`config.mk`:
```
export PLATFORM = sky130hd
export DESIGN_NAME = alu_in2_stage
export DESIGN_NICKNAME = d
export VERILOG_FILES = /design/src/rtl/alu_pkg.sv /design/src/rtl/alu_in2_format.sv /design/src/rtl/alu_in2_stage.sv
export SDC_FILE = /design/constraint.sdc
export NUM_CORES = 1
export LEC_CHECK = 0
export CAP_MARGIN = 20
export CORE_MARGIN = 2
export CORE_UTILIZATION = 51
export CTS_CLUSTER_DIAMETER = 60
export DETAILED_ROUTE_END_ITERATION = 16
export PLACE_DENSITY_LB_ADDON = 0.12
export SLEW_MARGIN = 40
export SYNTH_ARGS = -nofsm -noshare
export SYNTH_HDL_FRONTEND = slang
export SYNTH_SLANG_ARGS = --single-unit
```
`constraint.sdc`:
```
create_clock -name clk -period 1.8 [get_ports clk]
set_clock_uncertainty 0.15 [all_clocks]
set_input_delay 0.27 -clock clk [delete_from_list [all_inputs] [get_ports clk]]
set_output_delay 0.27 -clock clk [all_outputs]
set_load 0.1 [all_outputs]
```
`src/rtl/alu_pkg.sv`:
```
// Shared encodings for the ALU second-operand stage.
// Latency: n/a (types, constants and a helper function only).
// Backpressure: n/a.
//
// Contents: operand select codes, skid-buffer FSM state encoding and
// is_legal_sel(), which reports whether a select code names a real operand.
package alu_pkg;

    localparam logic [2:0] SEL_B       = 3'b000;
    localparam logic [2:0] SEL_INC     = 3'b001;
    localparam logic [2:0] SEL_SIMM    = 3'b010;
    localparam logic [2:0] SEL_SIMM_SH = 3'b011;
    localparam logic [2:0] SEL_ZIMM    = 3'b100;

    typedef enum logic [1:0] {
        EMPTY = 2'b00,
        FULL  = 2'b01,
        SKID  = 2'b10
    } state_t;

    // Codes 101..111 are reserved.
    function automatic logic is_legal_sel(input logic [2:0] sel);
        return (sel <= SEL_ZIMM);
    endfunction

endpackage

```
`src/rtl/alu_in2_format.sv`:
```
// Combinational formation of ALU operand 2 from B, the increment constant or an immediate.
// Latency: 0 cycles (pure combinational).
// Backpressure: none; the caller decides when the operand is captured.
//
// Ports: sel (operand select), b_in (B register), imm_in (raw immediate),
//        operand (formed value), illegal (sel is a reserved code, operand forced to 0).
// Optional: ALU_IN2_FWD_EN adds fwd_valid/fwd_data, which replace b_in for SEL_B.
module alu_in2_format
    import alu_pkg::*;
#(
    parameter int WIDTH     = 32,
    parameter int IMM_W     = 16,
    parameter int CONST_INC = 1,
    parameter int SHAMT     = 2
) (
    input  logic [2:0]       sel,
    input  logic [WIDTH-1:0] b_in,
    input  logic [IMM_W-1:0] imm_in,
`ifdef ALU_IN2_FWD_EN
    input  logic             fwd_valid,
    input  logic [WIDTH-1:0] fwd_data,
`endif
    output logic [WIDTH-1:0] operand,
    output logic             illegal
);

    logic signed [IMM_W-1:0] imm_s;
    logic [WIDTH-1:0]        simm;
    logic [WIDTH-1:0]        zimm;
    logic [WIDTH-1:0]        b_sel;

    // A size cast of a signed value sign-extends; this also stays legal
    // when IMM_W == WIDTH, where an explicit zero-width replication would not.
    assign imm_s = imm_in;
    assign simm  = WIDTH'(imm_s);
    assign zimm  = WIDTH'(imm_in);

`ifdef ALU_IN2_FWD_EN
    assign b_sel = fwd_valid ? fwd_data : b_in;
`else
    assign b_sel = b_in;
`endif

    always_comb begin
        operand = '0;
        illegal = !is_legal_sel(sel);
        case (sel)
            SEL_B:       operand = b_sel;
            SEL_INC:     operand = WIDTH'(CONST_INC);
            SEL_SIMM:    operand = simm;
            // Shift happens at full width, so high bits fall off and zeros fill in.
            SEL_SIMM_SH: operand = simm << SHAMT;
            SEL_ZIMM:    operand = zimm;
            default:     operand = '0;
        endcase
    end

endmodule

```
`src/rtl/alu_in2_stage.sv`:
```
// Registered ALU operand-2 select with a 2-entry (output + skid) buffer.
// Latency: 1 cycle from accept to out_valid/out_data.
// Backpressure: in_ready drops only once both entries hold data (SKID); full throughput otherwise.
//
// Ports: clk, rst_n (async active-low); b_in, imm_in, sel_in, in_valid -> in_ready request side;
//        out_data, out_valid <- out_ready ALU side; err_clr clears the sticky err_illegal_sel.
// Optional: ALU_IN2_FWD_EN adds fwd_valid/fwd_data (forwarded B for select 000).
module alu_in2_stage
    import alu_pkg::*;
#(
    parameter int WIDTH     = 32,
    parameter int IMM_W     = 16,
    parameter int CONST_INC = 1,
    parameter int SHAMT     = 2
) (
    input  logic             clk,
    input  logic             rst_n,
    input  logic [WIDTH-1:0] b_in,
    input  logic [IMM_W-1:0] imm_in,
    input  logic [2:0]       sel_in,
    input  logic             in_valid,
    output logic             in_ready,
`ifdef ALU_IN2_FWD_EN
    input  logic             fwd_valid,
    input  logic [WIDTH-1:0] fwd_data,
`endif
    output logic [WIDTH-1:0] out_data,
    output logic             out_valid,
    input  logic             out_ready,
    input  logic             err_clr,
    output logic             err_illegal_sel
);

    state_t           state;
    logic [WIDTH-1:0] skid_q;
    logic [WIDTH-1:0] operand;
    logic             illegal;
    logic             accept;

    alu_in2_format #(
        .WIDTH     (WIDTH),
        .IMM_W     (IMM_W),
        .CONST_INC (CONST_INC),
        .SHAMT     (SHAMT)
    ) u_format (
        .sel       (sel_in),
        .b_in      (b_in),
        .imm_in    (imm_in),
`ifdef ALU_IN2_FWD_EN
        .fwd_valid (fwd_valid),
        .fwd_data  (fwd_data),
`endif
        .operand   (operand),
        .illegal   (illegal)
    );

    // Ready comes straight from registered state so it never depends on out_ready.
    assign in_ready = (state != SKID);
    assign accept   = in_valid && in_ready;

    always_ff @(posedge clk or negedge rst_n) begin
        if (!rst_n) begin
            state     <= EMPTY;
            out_valid <= 1'b0;
            out_data  <= '0;
            skid_q    <= '0;
        end else begin
            case (state)
                EMPTY: begin
                    if (in_valid) begin
                        out_data  <= operand;
                        out_valid <= 1'b1;
                        state     <= FULL;
                    end
                end
                FULL: begin
                    if (in_valid && out_ready) begin
                        out_data <= operand;
                    end else if (out_ready) begin
                        out_valid <= 1'b0;
                        state     <= EMPTY;
                    end else if (in_valid) begin
                        // Output is stalled: park the new operand, keep out_data stable.
                        skid_q <= operand;
                        state  <= SKID;
                    end
                end
                SKID: begin
                    if (out_ready) begin
                        out_data <= skid_q;
                        state    <= FULL;
                    end
                end
                default: begin
                    state     <= EMPTY;
                    out_valid <= 1'b0;
                end
            endcase
        end
    end

    // Set has priority over clear on the same edge.
    always_ff @(posedge clk or negedge rst_n) begin
        if (!rst_n) begin
            err_illegal_sel <= 1'b0;
        end else if (accept && illegal) begin
            err_illegal_sel <= 1'b1;
        end else if (err_clr) begin
            err_illegal_sel <= 1'b0;
        end
    end

endmodule
```
==> results of run 1 <==
per-stage QoR:
stage	hold WS [ns]	setup TNS, ns
floorplan	-0.176	0
global placement	0.172	-7.90
detailed placement	0.165	-10.97
CTS	0.327	0
global route	0.352	-0.0374
finish	0.318	0
kinds of logic after synthesis:
group | count (synthesis)
buffers and inverters | 42
multiplexers | 15
AND/OR/NAND/NOR | 142
AO/OA/AOI/OAI | 121
flip-flops | 68
XOR/XNOR | 1
state kept, by name, indices dropped and copies added (netlist names):
name / flops
err_illegal_sel: 1
out_data: 32
out_valid: 1
skid_q: 32
state: 2
routing by layer:
layer	vias to the layer above	routed length, um	track usage (%)	part of all wire (%)
met3	13	452	4.11	4.5
met2	111	4840	39.6	49
met1	1714	4520	33.5	45
li1	1650	-	-	-
met5	-	0	0	0
met4	0	129	9.85	1.3
final timing paths:
path                           start      endpoint  slack (ns)  cells past startpoint
max                        sel_in[1]   out_data[4]        0.05                      7
min                            rst_n  out_data[25]        0.32                      3
max reg2reg                 state[0]  out_data[12]        0.09                      5
min reg2reg                skid_q[0]     skid_q[0]        0.33                      2
max in group asynchronous      rst_n      state[1]        0.86                      3
min in group clk           skid_q[0]     skid_q[0]        0.33                      2
report_power, final:
part	internal, W	switching (W)	leakage, nW
clock	0.000711	0.000558	0.102
sequential	0.00195	0.000389	0.870
combinational	0.00150	0.00241	1.56
total	0.00416	0.00335	2.53
cell usage after synthesis, types with 2 or more instances:
library cell,instances,share of area [%]
a211oi_1,17,3.3
a211oi_2,10,3.2
a21boi_0,11,2.1
a21boi_1,5,0.96
a21o_1,14,2.7
a21oi_1,4,0.51
and4bb_1,2,0.64
buf_2,22,2.8
buf_4,4,0.77
buf_6,5,1.4
clkbuf_1,7,0.67
dfrtp_1,68,43
inv_2,2,0.19
mux2_2,3,0.86
mux2_4,9,3.5
mux2i_1,2,0.51
nand2_1,68,6.5
nand2b_1,3,0.48
nand3_1,3,0.38
nand3b_1,3,0.58
nor2_1,17,1.6
nor2b_2,2,0.45
nor3_1,16,2.0
nor4b_2,12,4.6
nor4bb_1,10,2.6
o211ai_1,2,0.38
o21ai_0,20,2.6
o22a_1,15,3.4
o22ai_1,2,0.32
o31ai_1,15,2.9
cell type report:
cell class	instances	share of cell area, %
clock buffers	12	2.71
well taps	99	2.16
repair buffers	138	29.8
flip-flops and latches	68	29.7
inverters	3	0.197
multi-input cells	279	34.5
clock inverters	4	0.830
cells in the final DEF, fill, tap and decap left out, types with 4 or more instances in the layout:
cell,instances
a211oi_1,16
a211oi_2,11
a21boi_0,11
a21boi_1,4
a21o_1,14
a21oi_1,4
buf_12,43
buf_4,37
clkbuf_8,11
clkdlybuf4s50_1,52
dfrtp_1,67
mux2_4,9
nand2_1,68
nor2_1,17
nor3_1,16
nor4b_2,12
nor4bb_1,10
o21ai_0,20
o22a_1,15
o31ai_1,15
worst register-to-register path: cells and delay by family (launching register included):
kind	cells	cell delay [ns]
compound gates	3	0.54
flops	1	0.45
buf+inv	1	0.25
simple gates	1	0.21
what timing repair did:
item                                    in CTS  in global routing
endpoints found under the setup margin       1                  4
gates resized for setup                      1                  4
buffers inserted                             1                  0
hold buffers                                 1                  0
endpoints found under the hold margin       68                  0
==> flow_summary.toml, run 1 <==
[placement]
placed_area_um2 = 5490
portBuffers = 90
dp_cells = 585
gp_congestion = 0.859
hpwl_um = 7280
pre_cts_slack_ns = -0.303

[floorplanning]
fp.dieW_um = 91.6
rows = 31
core_area_um2 = 7330
chipHeight_um = 91.6
ios = 91
die_area_um2 = 8390
initial_core_util_pct = 53.4

[global_route]
grt_remaining_overflow = 0
antenna_found_initial = 0
grt_pass1_vias = 3454
grt_max_degree = 69
grt_usage_pct = 24.7
grt_pass1_wl_um = 16600

[finish]
layout-drive-gt1-share_pct = 29.0
final_area_um2 = 5730
final_cells = 603
antennaDiodeCount = 0
final_core_util_pct = 78.1
regArea_um2 = 1700
multiInputGateArea_um2 = 1980
fill_cells = 464
layout.nets = 555
syn_to_final_growth_pct = 46.2

[worst_setup_path]
endpoint_kind = "flop"
startpoint_type = "input port"
path_common_cell = "a211oi_1"
critPathKind = "in2reg"
cp_data_required_time_ns = 1.94
cp_top_family = "buffers and inverters"
slowest_delay_ns = 0.47
cp_max_fo = 28
path_cells = "clkdlybuf4s50_1, buf_12, nor4b_1, a211oi_1, buf_4, a211oi_1, a21o_1"
cp.arrival_ns = 1.89
worst-path-buf-inv = 3
cp_slowest_cell = "clkdlybuf4s50_1"

[yosys]
synth-adder-area-share_pct = 0
synthMuxAreaShare_pct = 5.11
synth-compound-area-share_pct = 23.4
synth_top_flop_cell = "dfrtp_1"
syn_avg_cell_area_um2 = 10.1
synth_nets = 445
synth-simple-area-share_pct = 21.3
synth_xor_area_share_pct = 0.224
netlist_area_um2 = 3920
yosysWarnings = 0
async_flop_share_pct = 100
synth-edff-count = 0
ys_ff_latch = 68
syn_inst = 389
ys_seq_area_share_pct = 43.5
synth_cell_types = 46
synth_top_family_by_area = "compound AO/OA/AOI/OAI gates"

[power]
p_leak_nw = 2.53
powerDensity_nw_per_um2 = 1310
finalPower_w = 0.00751
peakVddDrop_v = 0.000641

[sta]
hold_viol = 0
setup_viol = 0
period_minus_slack_ns = 1.75
finalCritPeriodShare_pct = 97.1
slew_viol_final = 0
max_freq_ghz = 0.572
worst_slew_margin_rel_pct = 75.3
tightestPinTransition_ns = 0.366
rsz0062_at_grt = "yes"
worst_slack_ns = 0.0520

[cts]
cts_root_buf = "clkbuf_8"
cts_tree = "yes"
clock-sinks = 68
cts.reportedPaths.clkPinSlew_ns = 0.07
insertion_delay_ns = 0.34
clk_path_buf_depth = 2
cts_buffers = 9
htreeDepth = 3

[routing]
dr.pass1.iters = 4
viasPerCell = 5.78
wl_um = 9950
drc = 0
antenna_left = 0
first_iter_violations = 172
wl_per_cell_um = 16.5
vias = 3488

[run_status]
status = "complete, no violations"

[min_path]
hold_path_class = "in2async"

[flow_run]
maxCapViolCount = 0
Note: power is estimated with default switching activity, not from simulation.
==> inputs of run 2 (changes only) <==
Settings changed: CORE_MARGIN 2 to 1.5.
==> flow_summary.toml, run 2 (synthesis gave the netlist of run 1 again) <==
[floorplanning]
core_area_um2 = 7330
ios = 91
rows = 31
chipHeight_um = 90.6
die_area_um2 = 8210
initial_core_util_pct = 53.4
fp.dieW_um = 90.6

[sta]
setup_viol = 0
worst_slack_ns = 0.0418
max_freq_ghz = 0.569
finalCritPeriodShare_pct = 97.7
worst_slew_margin_rel_pct = 74.3
rsz0062_at_grt = "no"
hold_viol = 0
whs_ns = 0.309
slew_viol_final = 0
period_minus_slack_ns = 1.76
tightestPinTransition_ns = 0.385

[worst_setup_path]
cp_max_fo = 16
cp_data_required_time_ns = 1.38
cp.depth = 3
cp_top_family = "buffers and inverters"
cp.arrival_ns = 1.34
worst-path-buf-inv = 2
cp_slowest_cell = "dfrtp_2"
startpoint_type = "flop"
path_cells = "nor2b_4, bufinv_8, buf_12"
rrSetupSlack_ns = 0.17
slowest_delay_ns = 0.43
critPathKind = "reg2out"
reg2reg_from = "state[1]"
endpoint_kind = "output pin"
r2r_cells = 6
r2r_end = "out_data[0]"

[routing]
drc = 0
viasPerCell = 5.80
antenna_left = 0
dr.pass1.iters = 4
vias = 3486
wl_per_cell_um = 16.7
wl_um = 10000
first_iter_violations = 216

[cts]
cts.reportedPaths.clkPinSlew_ns = 0.08
htreeDepth = 3
clock-sinks = 68
cts_buffers = 9
insertion_delay_ns = 0.34
clk_path_buf_depth = 2
cts_root_buf = "clkbuf_8"
cts_tree = "yes"

[min_path]
hold_path_class = "in2async"

[global_route]
grt_remaining_overflow = 0
grt_usage_pct = 25.0
grt_pass1_vias = 3475
grt_max_degree = 69
antenna_found_initial = 0
grt_pass1_wl_um = 16600

[finish]
syn_to_final_growth_pct = 47.6
layout.nets = 553
mostFrequentLayoutCell = "nand2_1"
layout-drive-gt1-share_pct = 30.5
top_regs = "out_data x32, skid_q x32, state x2"
final_core_util_pct = 78.8
antennaDiodeCount = 0
most-common-layout-cells = "nand2_1, dfrtp_1, clkdlybuf4s50_1, buf_12, buf_4"

[power]
powerDensity_nw_per_um2 = 1300
p_leak_nw = 2.54
peakVddDrop_v = 0.000842

[flow_run]
maxCapViolCount = 0

[placement]
hpwl_um = 6880
pre_cts_slack_ns = -0.315
portBuffers = 90
gp_congestion = 0.880

[run_status]
status = "complete, no violations"
## run 2: cell types whose count changed in the layout (fill, tap and decap cells not counted), sizes merged
cell / before / now
buf: 85 / 82
bufinv: 1 / 2
clkbuf: 12 / 11
clkdlybuf4s50: 52 / 51
clkinv: 2 / 1
clkinvlp: 1 / 3
dlymetal6s2s: 0 / 1
## run 2: cell type report
class	count	area, um2
inverter	3	25.0
clock inverter	5	61.3
tap	99	124
sequential	68	1700
clock buffer	11	141
timing repair inverter	1	6.26
multi-input combinational	279	2020
timing repair buffer	135	1690
fill	457	1550
## run 2: worst min-delay path, cell delays in order
cell and delay [ns]:
dlygate4sd3_1 0.52, buf_2 0.12, buf_12 0.30
## run 2: metrics by stage
stage          power (W)  cells  instance area (um2)  setup TNS (ns)
5_1_grt          0.00780    601                 5780               0
2_1_floorplan    0.00463    389                 3920               0
3_3_place_gp     0.00615    581                 5470           -8.75
4_1_cts          0.00753    600                 5720               0
6_report         0.00752    601                 5780               0
3_5_place_dp     0.00623    581                 5470          -11.10
## run 2: where the power goes
group | internal, W | switching (W)
clock | 0.000680 | 0.000594
sequential | 0.00195 | 0.000387
combinational | 0.00150 | 0.00241
## run 2: metal layers
layer | up-vias | track usage [%] | share of wire, %
li1 | 1642 | - | -
met1 | 1725 | 34.8 | 46
met2 | 108 | 40.4 | 48
met3 | 11 | 3.62 | 5.1
met4 | 0 | 7.94 | 1.2
met5 | - | 0 | 0
## run 2: what timing repair did
action                                 in CTS  in global routing
gates cloned                                1                  0
hold buffers                                1                  0
setup endpoints to repair                   1                  7
gates resized for setup                     6                 11
endpoints found under the hold margin      68                  0
setup buffers                               1                  1
## run 2: how the worst max path moves through the flow
| stage | endpoint | slack, ns | from |
|---|---|---|---|
| 3_3_place_gp | out_data[14] | -0.25 | sel_in[1] |
| 4_1_cts | in_ready | 0.005 | state[1] |
| 6_report | in_ready | 0.04 | state[1] |
| 5_1_grt | in_ready | 0.006 | state[1] |
| 3_5_place_dp | out_data[4] | -0.31 | sel_in[1] |
| 2_1_floorplan | out_data[2] | 0.20 | state[1] |
==> inputs of run 3 (changes only) <==
Settings changed: GPL_TIMING_DRIVEN from default to 1.
==> results of run 3 <==
Same layout as run 2: the final DEF is identical, and so are final timing and power.
